### config.mk
export PLATFORM = sky130hd
export DESIGN_NAME = pipeline_control
export DESIGN_NICKNAME = d
export VERILOG_FILES = /design/src/rtl/pipeline_control.sv
export SDC_FILE = /design/constraint.sdc
export NUM_CORES = 1
export LEC_CHECK = 0
export ABC_AREA = 1
export CORE_ASPECT_RATIO = 2
export CORE_MARGIN = 3
export CORE_UTILIZATION = 35
export DETAILED_ROUTE_END_ITERATION = 10
export PLACE_DENSITY = 0.65
export SLEW_MARGIN = 20
export SYNTH_ARGS = -nofsm -noshare
export SYNTH_HDL_FRONTEND = slang
export SYNTH_SLANG_ARGS = --single-unit
### constraint.sdc
create_clock -name clock -period 2.6 [get_ports clock]
set_clock_uncertainty 0.2 [all_clocks]
set_input_delay 0.52 -clock clock [delete_from_list [all_inputs] [get_ports clock]]
set_output_delay 0.52 -clock clock [all_outputs]
set_load 0.1 [all_outputs]
### src/rtl/pipeline_control.sv
// ---------------------------------------------------------------------------
// pipeline_control
//
// Control unit for a classic five-stage MIPS-subset pipeline (IF, ID, EX,
// MEM, WB). Decodes the instruction sitting in ID, carries its control word
// through registered ID/EX, EX/MEM and MEM/WB control stages, detects
// load-use / RAW hazards (no forwarding), and resolves branches and jumps in
// MEM with a three-slot flush.
//
// Ports
//   clock        in   1   rising-edge clock
//   reset        in   1   asynchronous, active-low; clears all state
//   IFID_Inst    in  32   instruction currently in ID
//   IFID_Valid   in   1   ID instruction is real (0 = bubble)
//   EXMEM_Cond   in   1   branch condition of the instruction in MEM
//   CS_ALUSrc    out  1   EX: second ALU operand is the immediate
//   CS_ALUOp     out  3   EX: ALU operation (000 and, 001 or, 010 add, 110 sub)
//   CS_MemWrite  out  1   MEM: data memory write
//   CS_Branch    out  1   MEM: PC redirect (taken BEQ or J)
//   CS_RegWrite  out  1   WB: register file write
//   CS_MemToReg  out  1   WB: write-back data comes from memory
//   Stall        out  1   hold PC and IF/ID, bubble into ID/EX
//   Flush        out  1   squash IF/ID, ID/EX and EX/MEM
//   IllegalInst  out  1   sticky: an undecodable valid instruction reached ID
//   StallCount   out 16   saturating count of stalled cycles
//
// Flow control: there is no ready/valid handshake on the ID input. A stage
// holds a real instruction only when its valid bit is 1; IFID_Valid=0 marks
// a bubble. Back-pressure toward fetch is expressed solely through Stall
// (hold IF/ID) and Flush (discard IF/ID), both combinational in the current
// cycle and acted on by the datapath at the next rising edge.
//
// The control path has no multi-state FSM; its whole state is the three
// control stages plus the sticky illegal flag and the stall counter, all of
// which are visible on the ports above.
// ---------------------------------------------------------------------------
module pipeline_control #(
  // Ceiling for StallCount. The default uses the full 16-bit range.
  parameter logic [15:0] STALL_COUNT_MAX = 16'hFFFF
) (
  input  logic        clock,
  input  logic        reset,
  input  logic [31:0] IFID_Inst,
  input  logic        IFID_Valid,
  input  logic        EXMEM_Cond,
  output logic        CS_ALUSrc,
  output logic [2:0]  CS_ALUOp,
  output logic        CS_MemWrite,
  output logic        CS_Branch,
  output logic        CS_RegWrite,
  output logic        CS_MemToReg,
  output logic        Stall,
  output logic        Flush,
  output logic        IllegalInst,
  output logic [15:0] StallCount
);

  // -------------------------------------------------------------------------
  // Encodings
  // -------------------------------------------------------------------------
  localparam logic [5:0] OP_RTYPE = 6'b000000;
  localparam logic [5:0] OP_LW    = 6'b100011;
  localparam logic [5:0] OP_SW    = 6'b101011;
  localparam logic [5:0] OP_BEQ   = 6'b000100;
  localparam logic [5:0] OP_ADDI  = 6'b001000;
  localparam logic [5:0] OP_J     = 6'b000010;

  localparam logic [5:0] FN_ADD   = 6'b100000;
  localparam logic [5:0] FN_SUB   = 6'b100010;
  localparam logic [5:0] FN_AND   = 6'b100100;
  localparam logic [5:0] FN_OR    = 6'b100101;

  localparam logic [2:0] ALU_AND  = 3'b000;
  localparam logic [2:0] ALU_OR   = 3'b001;
  localparam logic [2:0] ALU_ADD  = 3'b010;
  localparam logic [2:0] ALU_SUB  = 3'b110;

  // -------------------------------------------------------------------------
  // Control word carried down the pipe
  // -------------------------------------------------------------------------
  typedef struct packed {
    logic       alu_src;
    logic [2:0] alu_op;
    logic       mem_write;
    logic       is_beq;
    logic       is_jump;
    logic       reg_write;
    logic       mem_to_reg;
    logic [4:0] dest;       // 0 means "no destination"
  } ctrl_t;

  typedef struct packed {
    logic  valid;
    ctrl_t ctrl;
  } stage_t;

  stage_t idex_q, exmem_q, memwb_q;
  stage_t idex_d, exmem_d, memwb_d;

  // -------------------------------------------------------------------------
  // ID decode
  // -------------------------------------------------------------------------
  logic [5:0] opcode;
  logic [5:0] funct;
  logic [4:0] rs;
  logic [4:0] rt;
  logic [4:0] rd;

  assign opcode = IFID_Inst[31:26];
  assign rs     = IFID_Inst[25:21];
  assign rt     = IFID_Inst[20:16];
  assign rd     = IFID_Inst[15:11];
  assign funct  = IFID_Inst[5:0];

  ctrl_t dec_ctrl;
  logic  dec_illegal;
  logic  dec_use_rs;
  logic  dec_use_rt;

  always_comb begin
    dec_ctrl    = '0;
    dec_illegal = 1'b0;
    dec_use_rs  = 1'b0;
    dec_use_rt  = 1'b0;

    case (opcode)
      OP_RTYPE: begin
        dec_use_rs         = 1'b1;
        dec_use_rt         = 1'b1;
        dec_ctrl.reg_write = 1'b1;
        dec_ctrl.dest      = rd;
        case (funct)
          FN_ADD:  dec_ctrl.alu_op = ALU_ADD;
          FN_SUB:  dec_ctrl.alu_op = ALU_SUB;
          FN_AND:  dec_ctrl.alu_op = ALU_AND;
          FN_OR:   dec_ctrl.alu_op = ALU_OR;
          default: dec_illegal     = 1'b1;
        endcase
      end
      OP_LW: begin
        dec_use_rs          = 1'b1;
        dec_ctrl.alu_src    = 1'b1;
        dec_ctrl.alu_op     = ALU_ADD;
        dec_ctrl.reg_write  = 1'b1;
        dec_ctrl.mem_to_reg = 1'b1;
        dec_ctrl.dest       = rt;
      end
      OP_SW: begin
        dec_use_rs         = 1'b1;
        dec_use_rt         = 1'b1;
        dec_ctrl.alu_src   = 1'b1;
        dec_ctrl.alu_op    = ALU_ADD;
        dec_ctrl.mem_write = 1'b1;
      end
      OP_BEQ: begin
        dec_use_rs      = 1'b1;
        dec_use_rt      = 1'b1;
        dec_ctrl.alu_op = ALU_SUB;
        dec_ctrl.is_beq = 1'b1;
      end
      OP_ADDI: begin
        dec_use_rs         = 1'b1;
        dec_ctrl.alu_src   = 1'b1;
        dec_ctrl.alu_op    = ALU_ADD;
        dec_ctrl.reg_write = 1'b1;
        dec_ctrl.dest      = rt;
      end
      OP_J: begin
        dec_ctrl.is_jump = 1'b1;
      end
      default: begin
        dec_illegal = 1'b1;
      end
    endcase

    // An undecodable instruction contributes no controls and no sources.
    if (dec_illegal) begin
      dec_ctrl   = '0;
      dec_use_rs = 1'b0;
      dec_use_rt = 1'b0;
    end
  end

  // -------------------------------------------------------------------------
  // Hazard detection and branch resolution
  // -------------------------------------------------------------------------
  // A stage blocks a source register when it holds a valid instruction whose
  // nonzero destination equals that register. The register file writes in
  // the first half of the cycle, so MEM/WB never needs to be checked.
  function automatic logic dest_hit(input stage_t s, input logic [4:0] r);
    return s.valid && (s.ctrl.dest != 5'd0) && (s.ctrl.dest == r);
  endfunction

  logic rs_blocked;
  logic rt_blocked;
  logic raw_hazard;
  logic branch_taken;

  assign rs_blocked = dec_use_rs && (dest_hit(idex_q, rs) || dest_hit(exmem_q, rs));
  assign rt_blocked = dec_use_rt && (dest_hit(idex_q, rt) || dest_hit(exmem_q, rt));
  assign raw_hazard = IFID_Valid && (rs_blocked || rt_blocked);

  assign branch_taken = exmem_q.valid &&
                        (exmem_q.ctrl.is_jump || (exmem_q.ctrl.is_beq && EXMEM_Cond));

  // A redirect discards the ID instruction anyway, so it overrides a stall.
  assign Flush     = branch_taken;
  assign CS_Branch = branch_taken;
  assign Stall     = raw_hazard && !branch_taken;

  // -------------------------------------------------------------------------
  // Next-state for the control stages
  // -------------------------------------------------------------------------
  always_comb begin
    idex_d  = '0;
    exmem_d = '0;
    memwb_d = '0;

    // ID/EX takes the decoded word unless it is a bubble, illegal, stalled
    // or squashed; in all those cases it receives an all-zero bubble.
    if (IFID_Valid && !dec_illegal && !Stall && !branch_taken) begin
      idex_d.valid = 1'b1;
      idex_d.ctrl  = dec_ctrl;
    end

    // EX/MEM advances during a stall and is squashed on a redirect.
    if (!branch_taken) begin
      exmem_d = idex_q;
    end

    // MEM/WB always advances; on a redirect it receives the branch itself.
    memwb_d = exmem_q;
  end

  always_ff @(posedge clock or negedge reset) begin
    if (!reset) begin
      idex_q  <= '0;
      exmem_q <= '0;
      memwb_q <= '0;
    end else begin
      idex_q  <= idex_d;
      exmem_q <= exmem_d;
      memwb_q <= memwb_d;
    end
  end

  // -------------------------------------------------------------------------
  // Sticky illegal flag and saturating stall counter
  // -------------------------------------------------------------------------
  // A wrong-path instruction being flushed out of ID is not reported.
  logic illegal_q;
  logic [15:0] stall_count_q;

  always_ff @(posedge clock or negedge reset) begin
    if (!reset) begin
      illegal_q <= 1'b0;
    end else if (IFID_Valid && dec_illegal && !branch_taken) begin
      illegal_q <= 1'b1;
    end
  end

  always_ff @(posedge clock or negedge reset) begin
    if (!reset) begin
      stall_count_q <= 16'd0;
    end else if (Stall && (stall_count_q != STALL_COUNT_MAX)) begin
      stall_count_q <= stall_count_q + 16'd1;
    end
  end

  assign IllegalInst = illegal_q;
  assign StallCount  = stall_count_q;

  // -------------------------------------------------------------------------
  // Stage-qualified control outputs
  // -------------------------------------------------------------------------
  assign CS_ALUSrc   = idex_q.valid  && idex_q.ctrl.alu_src;
  assign CS_ALUOp    = idex_q.valid  ?  idex_q.ctrl.alu_op : 3'b000;
  assign CS_MemWrite = exmem_q.valid && exmem_q.ctrl.mem_write;
  assign CS_RegWrite = memwb_q.valid && memwb_q.ctrl.reg_write;
  assign CS_MemToReg = memwb_q.valid && memwb_q.ctrl.mem_to_reg;

  // Shamt and the MEM/WB fields that WB does not consume.
  logic unused_bits;
  assign unused_bits = ^{IFID_Inst[10:6],
                         memwb_q.ctrl.alu_src, memwb_q.ctrl.alu_op,
                         memwb_q.ctrl.mem_write, memwb_q.ctrl.is_beq,
                         memwb_q.ctrl.is_jump, memwb_q.ctrl.dest};

endmodule

== After elaboration in Yosys (flattened, before gate mapping) ==
Index checks and enable logic that the tools add are counted.

* Register bits: 46
* Input port bits: 36
* Output and inout port bits: 27
* Word-level logic and storage cells: 94

* Add/sub/neg operators: 1
* Eq/ne operators: 14
* Muxes and demuxes: 19
* Reductions and logical operators: 39

{| class="wikitable"
|+ Operators by type and width
! kind !! count
|-
| equality test 6 bit, second input constant || 6
|-
| two-way mux 15 bit || 2
|-
| logical AND 1 bit || 22
|-
| equality test 5 bit || 4
|-
| one-hot mux 3 bit (3 select lines) || 2
|-
| adder 16 x 1 -> 16 bit, second input constant || 1
|-
| != test 16 bit, second input constant || 1
|-
| two-way mux 14 bit || 1
|-
| two-way mux 1 bit || 11
|-
| one-hot mux 5 bit (2 select lines) || 1
|-
| nonzero test 5 bit || 2
|-
| OR reduction 5 bit || 2
|-
| OR reduction 3 bit || 3
|-
| equality test 6 x 2 -> 1 bit, second input constant || 1
|-
| equality test 6 x 3 -> 1 bit, second input constant || 1
|-
| equality test 6 x 4 -> 1 bit, second input constant || 1
|-
| logical NOT 6 bit || 1
|-
| logical OR 1 bit || 4
|-
| OR reduction 4 bit || 1
|-
| logical NOT 1 bit || 3
|-
| two-way mux 3 bit || 1
|-
| one-hot mux 1 bit (2 select lines) || 1
|-
| OR reduction 2 bit || 1
|}

== Logic depth before layout (Yosys ltp) ==
* Depth in word-level cells: 13
* Depth in mapped cells: 15
* Gate-level depth less buffers: 15

== Worst setup path before layout ==
No wires, ideal clock.

* Path kind: in2out
* Start: input port EXMEM_Cond
* End: output port Flush
* Arrival: 2.247 ns
* Required time: 1.880 ns
* Setup slack: -0.367 ns
* Cell stages on the path: 5
* Path buffers: 2
* Cells stage by stage: a21o_1 nand2_1 inv_1 clkbuf_1 buf_4

* Longest elaborated chain between the ends: 3

{| class="wikitable"
|+ Ends and longest elaborated chain
! item !! line !! RTL
|-
| from (decl) || 45 || <nowiki>input logic EXMEM_Cond,</nowiki>
|-
| logical AND 1 bit || 204 || <nowiki>(exmem_q.ctrl.is_jump || (exmem_q.ctrl.is_beq && EXMEM_Cond));</nowiki>
|-
| logical OR 1 bit || 204 ||
|-
| logical AND 1 bit || 203 || <nowiki>assign branch_taken = exmem_q.valid &&</nowiki>
|-
| to (decl) || 53 || <nowiki>output logic Flush,</nowiki>
|}

No other way between the ends.

== Worst setup path in the final report ==
* Start: input port IFID_Inst[27]
* End: output port Stall

* Longest elaborated chain between the ends: 8
* Elaborated cells between the ends (all ways): 19
* Those cells by class: eq/ne (5); mux (5); reduce/logical (9)

{| class="wikitable"
|+ Ends and longest elaborated chain
! item !! line !! RTL
|-
| from (decl) || 43 || <nowiki>input logic [31:0] IFID_Inst,</nowiki>
|-
| equality test 6 x 4 -> 1 bit (tied with other cells) || 126 || <nowiki>case (opcode)</nowiki>
|-
| OR reduction 5 bit (no line) / OR reduction 3 bit (equally long branches) || n/a ||
|-
| one-hot mux 1 bit (2 select lines) / two-way mux 1 bit (equally long branches) || 126 ||
|-
| two-way mux 1 bit || 177 || <nowiki>if (dec_illegal) begin</nowiki>
|-
| logical AND 1 bit (on tied branches) || 199, 200 ||
|-
| logical OR 1 bit (*) || 201 || <nowiki>assign raw_hazard = IFID_Valid && (rs_blocked || rt_blocked);</nowiki>
|-
| logical AND 1 bit (*) || 201 ||
|-
| logical AND 1 bit (*) || 209 || <nowiki>assign Stall = raw_hazard && !branch_taken;</nowiki>
|-
| to (decl) || 52 || <nowiki>output logic Stall,</nowiki>
|}

Mark *: on every way between the ends. The rest lies on a longest branch, timed or not.

==> impl_metrics.env <==
export IMPL_status="complete, no violations"
export IMPL_yosys_warnings=0
export IMPL_place_hpwl_mm=5.16
export IMPL_initial_core_util=0.365
export IMPL_maxSlewHeadroom=0.722
export IMPL_synth_seq_cells=46
export IMPL_syn_avg_cell_area_sq_um=8.02
export IMPL_grt_max_degree=26
export IMPL_drt_vias_per_instance=4.66
export IMPL_track_usage=0.159
export IMPL_synth_area_leaders="dfrtp_1 (43%), nand2_1 (9.3%), inv_1 (8.1%)"
export IMPL_synth_cell_types=34
export IMPL_cp_end_kind="primary output"
export IMPL_final_core_utilization=0.506
export IMPL_tritoncts="built"
export IMPL_cap_violations=0
export IMPL_path_clk_slew_ns=0.06
export IMPL_grt_pass1_wl_mm=10.7
export IMPL_synth_top_cell_area_share=0.431
export IMPL_hold_viol_final=0
export IMPL_final_setup_tns_ns=0
export IMPL_slowest_stage="or2_4"
export IMPL_worst_hold_path_endpoint="memwb_q[5]"
export IMPL_cts_made_buffers=5
export IMPL_vdd_ir_drop_max_uv=304
export IMPL_drive_gt1_frac=0.279
export IMPL_syn_num_nets=370
export IMPL_cp_startpoint="IFID_Inst[27]"
export IMPL_min_path_cells=0
export IMPL_path_class="input pin to primary output"
export IMPL_setup_violations=0
export IMPL_ys_async_sr_fraction=1.00
export IMPL_die_width_um=67.8
export IMPL_seq_area_sq_mm=0.00115
export IMPL_fill_cells=709
export IMPL_first_pass_iters=4
export IMPL_drt_wirelength_per_cell_um=12.7
export IMPL_num_io_pins=63
export IMPL_clockRootBuffer="clkbuf_16"
export IMPL_fmax_mhz=388
export IMPL_io_buffers=57
export IMPL_finalWeightedCongestion=0.827
export IMPL_max_slew_worst_pin_slew_ns=0.413
export IMPL_hp_class="flop to flop"
export IMPL_fin_crit_ns=2.57
export IMPL_cts_buffer_depth=2
export IMPL_cpMostUsedCell="nand2_4"
export IMPL_multi_input_area_sq_mm=0.00127
export IMPL_num_rows=44
export IMPL_cp_arrival_ns=1.85
export IMPL_drcViolationCount=0
export IMPL_synth_enable_flop_cells=0
export IMPL_ff2ff_setup_slack_ns=0.35
export IMPL_leakagePower_uw=0.00200
export IMPL_r2r_cells=12
export IMPL_whs_ns=0.147
export IMPL_grt_pass1_vias=2462
export IMPL_crit_fanout=3
export IMPL_ys_seq_area_frac=0.431
export IMPL_area_growth_pct=38.6
export IMPL_antenna_found_initial=1
export IMPL_finalWirelength_mm=6.56
export IMPL_worst_path_largest_cell_delay_ns=0.29
export IMPL_synthFlopType="dfrtp_1"
export IMPL_cts_sinks=46
export IMPL_hp_start="exmem_q[5]"
export IMPL_num_vias=2407
export IMPL_ant_nets=0
export IMPL_die_h_um=130
export IMPL_path_cells="clkdlybuf4s15_1 > or2_4 > nor2_8 > nand2_2 > nand2_4 > inv_4 > nand2_4 > nor2_4 > nor2_8 > nand2_4 > inv_4 > buf_12"
export IMPL_reg2reg_from="StallCount[0]"
export IMPL_htreeDepth=2
export IMPL_clk_latency_ns=0.29
export IMPL_power_density_mw_per_mm2=407
export IMPL_required_ns=1.88
export IMPL_period_share=0.990
export IMPL_synth_top_cell_by_area="dfrtp_1"
export IMPL_grt_overflow=0
export IMPL_syn_instance_count=333
export IMPL_slew_viol_final=0
export IMPL_nets=459
export IMPL_initialDrtViolationCount=121
export IMPL_rsz0062_at_grt="true"
export IMPL_netlist_area_sq_mm=0.00267
export IMPL_core_sq_mm=0.00732
export IMPL_die_area_sq_mm=0.00878
export IMPL_start_kind="input pin"
export IMPL_r2r_end="StallCount[3]"
placed cells by master, fill, tap and decap left out, drive strengths merged, types with 6 or more instances in the layout:
cell type and n:
nand2 75, inv 63, buf 60, nor2 59, dfrtp 46, nand4 24
nand3 17, dlygate4sd2 15, clkdlybuf4s50 12, xor2 10, nor3 8, xnor2 6
critical path, delay by kind of cell:
kind          cells  cell delay [ns]
buf+inv           4             0.47
simple gates      8             0.86
sequential cells by signal (all words and copies together), names as in the netlist:
name         cells
IllegalInst      1
StallCount      16
exmem_q         11
idex_q          15
memwb_q          3
metal layers:
| metal | vias up | GRT usage | wire length, um |
|---|---|---|---|
| li1 | 1209 | - | - |
| met1 | 1132 | 0.151 | 2340 |
| met2 | 59 | 0.319 | 3780 |
| met3 | 7 | 0.0269 | 327 |
| met4 | 0 | 0.0586 | 109 |
| met5 | - | 0 | 0 |
how the worst max path moves through the flow:
stage               endpoint  slack (ns)  cells after the start
6_report               Stall        0.03                     12
3_3_place_gp           Stall       -0.19                     12
5_1_grt                Stall       -0.06                     10
2_1_floorplan  StallCount[6]        0.01                     12
3_5_place_dp           Stall       -0.20                     10
4_1_cts                Stall       0.001                     10
stage by stage:
stage	total power [uW]	area [sq um]	worst slack, ns	cells
final	1510	3700	0.0254	516
after global routing	1580	3700	-0.0562	516
after floorplan	782	2680	0.0142	333
after global placement	872	3460	-0.191	502
after detailed placement	875	3460	-0.205	502
after CTS	1530	3690	0.00102	515
cells in the mapped netlist (3+ instances only):
master	count
nand2_1	66
nor2_1	43
nor3_1	7
xor2_1	10
buf_6	3
nor2_2	13
inv_4	3
nand3_1	14
inv_1	58
a22oi_1	5
nand2_2	3
nand4_1	22
nand2_4	6
dfrtp_1	46
a21oi_1	4
xnor2_1	6
kinds of logic after synthesis:
group / synth area share
simple gates: 0.367
buf+inv: 0.117
flops: 0.431
xor+xnor: 0.0525
compound gates: 0.0281
fa+ha+maj: 0.00468
power breakdown:
| group | switching, uW | leakage [uW] | internal, uW |
|---|---|---|---|
| combinational | 74.8 | 0.00133 | 66.8 |
| clock | 284 | 0.0000664 | 360 |
| sequential | 2.23 | 0.000601 | 718 |
cell type report:
type                    count  area share
diodes                      1    0.000676
repair buffers             90       0.207
inverters                  62      0.0649
well taps                  92      0.0311
multi-input cells         217       0.344
clock buffers               5      0.0338
clock inverters             3     0.00642
flip-flops and latches     46       0.312
what timing repair did:
action                                  4_1_cts  5_1_grt
endpoints found under the setup margin        1        7
hold buffers                                  1        0
setup buffers                                 4        0
resized for setup                            33        3
hold endpoints to repair                     11        0
pin swaps                                    11        1
(Power assumes the default switching activity.)
